--- src/rtl/status_uart_tx_if.sv ---
// rtl/status_uart_tx_if.sv - frame request and UART line bundle for status_uart_tx
interface status_uart_tx_if;
  logic        send;
  logic [31:0] status;
  logic        tx;
  logic        busy;
  logic        done;

  modport master (output send, output status, input tx, input busy, input done);
  modport slave  (input send, input status, output tx, output busy, output done);
endinterface

--- src/rtl/status_uart_tx.sv ---
// rtl/status_uart_tx.sv - 8N1 transmitter for a 6-byte game status frame
// Frame: sync, status[31:24], [23:16], [15:8], [7:0], XOR of the four status bytes.
module status_uart_tx #(
  parameter int         CLKS_PER_BIT = 10417,
  parameter logic [7:0] SYNC_BYTE    = 8'hA5
) (
  input  logic            clk,
  input  logic            reset,
  status_uart_tx_if.slave bus
);

  localparam logic [15:0] BAUD_LAST = 16'(CLKS_PER_BIT - 1);
  localparam logic [2:0]  LAST_BYTE = 3'd5;

  typedef enum logic [1:0] {IDLE, START, DATA, STOP} state_e;

  state_e      state_q, state_d;
  logic [15:0] baud_q, baud_d;
  logic [2:0]  bit_q, bit_d;
  logic [2:0]  byte_q, byte_d;
  logic [31:0] hold_q, hold_d;
  logic        tx_q, tx_d;
  logic        done_q, done_d;

  logic [7:0]  checksum;
  logic [7:0]  cur_byte;
  logic        baud_end;

  always_comb begin
    checksum = hold_q[31:24] ^ hold_q[23:16] ^ hold_q[15:8] ^ hold_q[7:0];
    case (byte_q)
      3'd0:    cur_byte = SYNC_BYTE;
      3'd1:    cur_byte = hold_q[31:24];
      3'd2:    cur_byte = hold_q[23:16];
      3'd3:    cur_byte = hold_q[15:8];
      3'd4:    cur_byte = hold_q[7:0];
      default: cur_byte = checksum;
    endcase
    baud_end = (baud_q == BAUD_LAST);
  end

  // tx_d is the level the line takes on in the bit that begins next cycle.
  always_comb begin
    state_d = state_q;
    baud_d  = baud_q;
    bit_d   = bit_q;
    byte_d  = byte_q;
    hold_d  = hold_q;
    tx_d    = tx_q;
    done_d  = 1'b0;
    case (state_q)
      IDLE: begin
        tx_d = 1'b1;
        if (bus.send) begin
          state_d = START;
          hold_d  = bus.status;
          baud_d  = 16'd0;
          bit_d   = 3'd0;
          byte_d  = 3'd0;
          tx_d    = 1'b0;
        end
      end
      START: begin
        if (baud_end) begin
          state_d = DATA;
          baud_d  = 16'd0;
          bit_d   = 3'd0;
          tx_d    = cur_byte[0];
        end else begin
          baud_d = baud_q + 16'd1;
        end
      end
      DATA: begin
        if (baud_end) begin
          baud_d = 16'd0;
          if (bit_q == 3'd7) begin
            state_d = STOP;
            tx_d    = 1'b1;
          end else begin
            bit_d = bit_q + 3'd1;
            tx_d  = cur_byte[bit_q + 3'd1];
          end
        end else begin
          baud_d = baud_q + 16'd1;
        end
      end
      STOP: begin
        if (baud_end) begin
          baud_d = 16'd0;
          bit_d  = 3'd0;
          if (byte_q == LAST_BYTE) begin
            state_d = IDLE;
            byte_d  = 3'd0;
            done_d  = 1'b1;
            tx_d    = 1'b1;
          end else begin
            state_d = START;
            byte_d  = byte_q + 3'd1;
            tx_d    = 1'b0;
          end
        end else begin
          baud_d = baud_q + 16'd1;
        end
      end
      default: begin
        state_d = IDLE;
        tx_d    = 1'b1;
      end
    endcase
  end

  always_ff @(posedge clk) begin
    if (reset) begin
      state_q <= IDLE;
      baud_q  <= 16'd0;
      bit_q   <= 3'd0;
      byte_q  <= 3'd0;
      hold_q  <= 32'd0;
      tx_q    <= 1'b1;
      done_q  <= 1'b0;
    end else begin
      state_q <= state_d;
      baud_q  <= baud_d;
      bit_q   <= bit_d;
      byte_q  <= byte_d;
      hold_q  <= hold_d;
      tx_q    <= tx_d;
      done_q  <= done_d;
    end
  end

  assign bus.tx   = tx_q;
  assign bus.busy = (state_q != IDLE);
  assign bus.done = done_q;

endmodule

--- src/flat_wrapper.sv ---
// flat-port wrapper written by rule: the top's interface ports become plain ports
module status_uart_tx_flat 
#(
  parameter int         CLKS_PER_BIT = 10417,
  parameter logic [7:0] SYNC_BYTE    = 8'hA5
)
  (clk, reset, bus_send, bus_status, bus_tx, bus_busy, bus_done);
  status_uart_tx_if bus_i ();
  input  logic clk;
  input  logic reset;
  input wire logic [$bits(bus_i.send)-1:0] bus_send;
  input wire logic [$bits(bus_i.status)-1:0] bus_status;
  output wire logic [$bits(bus_i.tx)-1:0] bus_tx;
  output wire logic [$bits(bus_i.busy)-1:0] bus_busy;
  output wire logic [$bits(bus_i.done)-1:0] bus_done;
  assign bus_i.send = bus_send;
  assign bus_i.status = bus_status;
  assign bus_tx = bus_i.tx;
  assign bus_busy = bus_i.busy;
  assign bus_done = bus_i.done;
  status_uart_tx #(.CLKS_PER_BIT(CLKS_PER_BIT), .SYNC_BYTE(SYNC_BYTE)) u_core (.clk(clk), .reset(reset), .bus(bus_i));
endmodule
--- config.mk ---
export PLATFORM = sky130hd
export DESIGN_NAME = status_uart_tx_flat
export DESIGN_NICKNAME = d
export VERILOG_FILES = /design/src/rtl/status_uart_tx_if.sv /design/src/rtl/status_uart_tx.sv /design/src/flat_wrapper.sv
export SDC_FILE = /design/constraint.sdc
export NUM_CORES = 1
export LEC_CHECK = 0
export ABC_CLOCK_PERIOD_IN_PS = 2000
export CAP_MARGIN = 20
export CORE_ASPECT_RATIO = 1.75
export CORE_MARGIN = 4
export CORE_UTILIZATION = 45
export DETAILED_ROUTE_END_ITERATION = 6
export PLACE_DENSITY = 0.69
export SLEW_MARGIN = 20
export SYNTH_ARGS = -nofsm -noshare
export SYNTH_HDL_FRONTEND = slang
export SYNTH_SLANG_ARGS = --single-unit
--- constraint.sdc ---
create_clock -name clk -period 2 [get_ports clk]
set_input_delay 0.4 -clock clk [delete_from_list [all_inputs] [get_ports clk]]
set_output_delay 0.4 -clock clk [all_outputs]
set_load 0.02 [all_outputs]
=== After elaboration in Yosys (flattened, before gate mapping) ===
Cells that the tools add are included.

* Muxes and demuxes: 28
* Bitwise gates (word level): 5
* Equality and inequality tests: 17
* Order comparisons: 1
* $add $sub $neg: 3
* Reductions and logical operators: 12

{| class="wikitable"
|+ Operator list
! kind !! count
|-
| case mux 8 bit (5 select lines) || 1
|-
| two-way mux 16 bit || 2
|-
| case mux 16 bit (2 select lines) || 1
|-
| bitwise XOR 8 bit || 3
|-
| two-way mux 3 bit || 6
|-
| adder 16 x 1 -> 16 bit (second input constant) || 1
|-
| equality test 16 x 14 -> 1 bit (second input constant) || 1
|-
| two-way mux 2 bit || 5
|-
| != test 2 x 1 -> 1 bit (second input constant) || 5
|-
| equality test 3 bit (second input constant) || 3
|-
| case mux 3 bit (3 select lines) || 1
|-
| two-way mux 1 bit || 8
|-
| case mux 2 bit (4 select lines) || 1
|-
| adder 3 x 1 -> 3 bit (second input constant) || 2
|-
| equality test 3 x 2 -> 1 bit (second input constant) || 2
|-
| case mux 3 bit (2 select lines) || 1
|-
| AND reduction 3 bit || 2
|-
| OR reduction 3 bit || 2
|-
| AND reduction 5 bit || 1
|-
| equality test 2 bit (second input constant) || 2
|-
| less-than comparator 3 x 4 -> 1 bit (second input constant) || 1
|-
| != test 2 bit (second input constant) || 2
|-
| case mux 1 bit (4 select lines) || 1
|-
| AND reduction 4 bit || 1
|-
| 9 further kinds || 11
|}

* Flip-flop bits (word level): 58

=== Longest topological paths before layout ===
* Word-level depth: 9
* Mapped depth: 10
* Gate-level depth less buffers: 8

=== Worst setup path after synthesis ===
No wires, ideal clock.

* Path type: reg-to-reg
* Start: register u_core.byte_q[0]
* End: register u_core.tx_q (netlist: u_core.bus.tx)
* Data arrival time: 1.968 ns
* Library setup time: 0.078 ns
* Data required time: 1.922 ns
* Cell stages (with the launch flop): 11
* Path slack: -0.046 ns
* Clock period less this slack: 2.046 ns
* Buffers on the path: 2
* Path through: dfxtp_1 buf_2 inv_1 nor2_1 ha_1 clkbuf_1 a221oi_1 a2111oi_0 o2bb2ai_1 o32ai_1 a32oi_1

* Cells in the longest elaborated chain, start to end: 7

{| class="wikitable"
|+ RTL lines
! element !! RTL line !! text
|-
| from (decl) || status_uart_tx.sv:20 || <nowiki>logic [2:0] byte_q, byte_d;</nowiki>
|-
| from (signal assigned) || status_uart_tx.sv:125 || <nowiki>byte_q <= byte_d;</nowiki>
|-
| equality test 3 bit, or another cell as far along || status_uart_tx.sv:31 || <nowiki>case (byte_q)</nowiki>
|-
| case mux 8 bit (5 select lines) || status_uart_tx.sv:31 ||
|-
| binary-select mux 1 bit (select 3 bit) || status_uart_tx.sv:81 || <nowiki>tx_d = cur_byte[bit_q + 3'd1];</nowiki>
|-
| two-way mux 1 bit (implied by the code) || status_uart_tx.sv:81 ||
|-
| two-way mux 1 bit || status_uart_tx.sv:76 || <nowiki>if (bit_q == 3'd7) begin</nowiki>
|-
| two-way mux 1 bit || status_uart_tx.sv:74 || <nowiki>if (baud_end) begin</nowiki>
|-
| case mux 1 bit (4 select lines) (*) || status_uart_tx.sv:51 || <nowiki>case (state_q)</nowiki>
|-
| to (signal assigned) || status_uart_tx.sv:127 || <nowiki>tx_q <= tx_d;</nowiki>
|-
| to (decl) || status_uart_tx.sv:22 || <nowiki>logic tx_q, tx_d;</nowiki>
|}

Every way passes the cells marked *; elsewhere a longest branch is shown, timed or not. The select of a mux whose other input is x is not followed.
A chain may end at the register's enable or synchronous reset.

=== Worst setup path in the final report ===
* Start: register u_core.baud_q[0]
* End: register u_core.tx_q (netlist: u_core.bus.tx)

* Cells in the longest elaborated chain, start to end: 3

{| class="wikitable"
|+ RTL lines
! element !! RTL line !! text
|-
| from (decl) || status_uart_tx.sv:18 || <nowiki>logic [15:0] baud_q, baud_d;</nowiki>
|-
| from (signal assigned) || status_uart_tx.sv:123 || <nowiki>baud_q <= baud_d;</nowiki>
|-
| equality test 16 x 14 -> 1 bit (*) || status_uart_tx.sv:39 || <nowiki>baud_end = (baud_q == BAUD_LAST);</nowiki>
|-
| != test 2 x 1 -> 1 bit (no line) || - ||
|-
| AND reduction 3 bit (no line) (*) || - ||
|}

Every way passes the cells marked *; elsewhere a longest branch is shown, timed or not.

==> impl_metrics.json <==
{
  "synth_nets": 462,
  "syn_avg_cell_area_sq_um": 7.792,
  "cts-htree-levels": 3,
  "pin_count": 38,
  "grt_pass1_wl_um": 13940,
  "dp.cells": 534,
  "vdd_drop_max_mv": 0.6955,
  "maxCapViolCount": 0,
  "syn2layout_area_growth_pct": 27.07,
  "required_ns": 2.19,
  "cp-start-kind": "register",
  "wl_um": 8401,
  "ys_types": 60,
  "async_flop_share": 0,
  "grt_overflow_total": 0,
  "cts_setup_buffers": 0,
  "drc": 0,
  "grt_max_degree": 36,
  "grt_pass1_vias": 3042,
  "min-delay-start": "reset",
  "finalHoldViolations": 0,
  "report.final.slew_viol_count": 0,
  "die_x_um": 72.24,
  "antenna_cells": 0,
  "drive_above_1_share": 0.1204,
  "syn_inst": 417,
  "clockBufferDepth": 2,
  "cp_max_fo": 10,
  "wl_per_cell_um": 15.30,
  "yosys_most_used_dff": "dfxtp_1",
  "placed_cell_area_sq_mm": 0.003827,
  "synth_top_area_share": 0.3573,
  "fin_cells": 549,
  "clkSlewWorstSetupHoldPaths_ns": 0.05,
  "cts_hold_buf": 0,
  "setup-violations-final": 0,
  "cts_tree": "yes",
  "synth_edf_count": 0,
  "netlist_area_sq_mm": 0.003249,
  "die_y_um": 120.4,
  "synth_common_cells": "80 x nand2_1, 58 x dfxtp_1, 53 x a21oi_1, 27 x nor2_1, 21 x o21ai_0",
  "yosysTopAreaCell": "dfxtp_1",
  "final_area_sq_mm": 0.004129,
  "coreArea_sq_mm": 0.006957,
  "max_freq_mhz": 520.8,
  "startpoint": "u_core.baud_q[0]$_SDFFE_PP0P_",
  "nNetsFinal": 506,
  "rsz0062_at_grt": "true",
  "synthTopCellsByArea": "dfxtp_1 36%, nand2_1 9.2%, a21oi_1 8.2%",
  "status": "finished, final reports clean",
  "yosysMostFrequentCell": "nand2_1",
  "port-buffer-count": 37,
  "period_minus_slack_ns": 1.920,
  "antenna_left": 0,
  "worstReg2RegStart": "u_core.baud_q[0]$_SDFFE_PP0P_",
  "leakagePower_nw": 1.588,
  "end_kind": "register",
  "utilization": 0.5935,
  "synth_warnings": 0,
  "initial_utilization": 0.4671,
  "dieArea_sq_mm": 0.008698,
  "worst_pin_slew_ns": 0.3767,
  "period_share": 0.9600,
  "hold_path_class": "in -> reg",
  "viasPerCell": 5.679,
  "antenna_found_initial": 0,
  "gp_congestion": 0.9397,
  "dr.pass1.iters": 4,
  "num_rows": 40,
  "max_slew_margin": 0.7488,
  "cts_root_buf": "clkbuf_16",
  "track_usage": 0.2044,
  "clock-sinks": 58,
  "powerDensity_mw_per_mm2": 1102,
  "vias": 3118,
  "yosys_register_bits": 58,
  "crit_arrival_ns": 2.11,
  "dp_hpwl_um": 6305,
  "fin_skew_ns": 0.004408,
  "numCtsBuffers": 9,
  "synth_seq_area_share": 0.3573,
  "clkLatencyLatePin_ns": 0.32,
  "drtIter0Drc": 134,
  "crit_type": "reg -> reg"
}
-- cells in the final DEF (no fill, tap or decap), types with 3 or more instances in the layout --
cell / Yosys / layout
a211oi_1: 4 / 4
a21oi_1: 53 / 53
a22oi_1: 7 / 7
a311oi_1: 4 / 4
a31oi_1: 4 / 4
and3_1: 5 / 5
buf_12: 0 / 4
buf_4: 0 / 18
clkbuf_16: 0 / 9
clkbuf_8: 0 / 4
clkdlybuf4s50_1: 0 / 35
dfxtp_1: 58 / 57
ha_1: 10 / 9
inv_1: 13 / 13
mux2i_1: 4 / 4
nand2_1: 80 / 80
nand3_1: 10 / 10
nor2_1: 27 / 27
nor2b_1: 5 / 5
nor3_1: 6 / 6
nor3b_1: 5 / 4
o21a_1: 5 / 5
o21ai_0: 21 / 20
o21ai_1: 2 / 3
xnor2_1: 9 / 9
xor2_1: 14 / 14
-- power breakdown --
part	internal (mW)	leakage [nW]	total (mW)	switching (mW)
Combinational	0.705	0.967	1.60	0.892
Clock	0.959	0.147	1.45	0.493
Sequential	1.33	0.473	1.50	0.177
-- repair_timing --
item,in CTS,in global routing
pin swaps,0,1
resized for setup,2,8
setup endpoints to repair,2,13
-- final timing paths --
check / cells after the start / endpoint / slack (ns)
min: 2 / u_core.baud_q[1]$_SDFFE_PP0P_ / 0.32
min reg2reg: 2 / u_core.hold_q[30]$_SDFFE_PP0P_ / 0.48
max: 8 / u_core.bus.tx$_SDFFE_PP1P_ / 0.08
max reg2reg: 8 / u_core.bus.tx$_SDFFE_PP1P_ / 0.08
-- cell type report --
| cell class | count | area (sq um) |
|---|---|---|
| clock buffers | 13 | 280.3 |
| clock inverters | 2 | 10.01 |
| fillers | 640 | 2828 |
| inverters | 14 | 52.55 |
| multi-input cells | 319 | 1943 |
| flip-flops and latches | 58 | 1162 |
| well taps | 84 | 105.1 |
| repair buffers | 59 | 575.6 |
-- per-stage QoR --
stage           TNS, ns  setup WS (ns)  hold slack [ns]  power (mW)
2_1_floorplan         0        0.05898           0.4428       2.604
6_report              0        0.08005           0.3197       4.552
5_1_grt         -0.1418       -0.07889           0.3416       4.854
4_1_cts               0        0.01307           0.3000       4.591
3_3_place_gp          0         0.1204           0.4638       3.089
3_5_place_dp   -0.04047       -0.04047           0.4723       3.123
-- metal layers --
| metal | up-vias | wire length (um) | GRT usage |
|---|---|---|---|
| met3 | 30 | 309 | 0.03661 |
| met4 | 0 | 427 | 0.1259 |
| met2 | 79 | 4585 | 0.3704 |
| met1 | 1459 | 3079 | 0.2090 |
| met5 | - | 0 | 0 |
| li1 | 1550 | - | - |
-- kinds of logic after synthesis --
kind of cell	after synthesis	share of synthesized area
AO/OA/AOI/OAI	118	0.2241
buffers and inverters	40	0.04929
AND/OR/NAND/NOR	164	0.2565
multiplexers	4	0.01232
adder cells (fa/ha/maj)	10	0.03851
flip-flops	58	0.3573
XOR/XNOR	23	0.06200
-- critical path: stages, from the launching register on --
cell and delay (ns):
dfxtp_1 0.33, inv_1 0.10, ha_1 0.16, nor3b_2 0.24, nand4_4 0.22, o21a_1 0.19
a211oi_1 0.24, and4b_1 0.21, a32oi_1 0.09
-- state kept, by name, indices dropped and copies added (netlist names) --
name,count
u_core.baud_q,16
u_core.bit_q,3
u_core.bus.done,1
u_core.bus.tx,1
u_core.byte_q,3
u_core.hold_q,32
u_core.state_q,2
No activity file was read; power rests on OpenSTA's default activity.
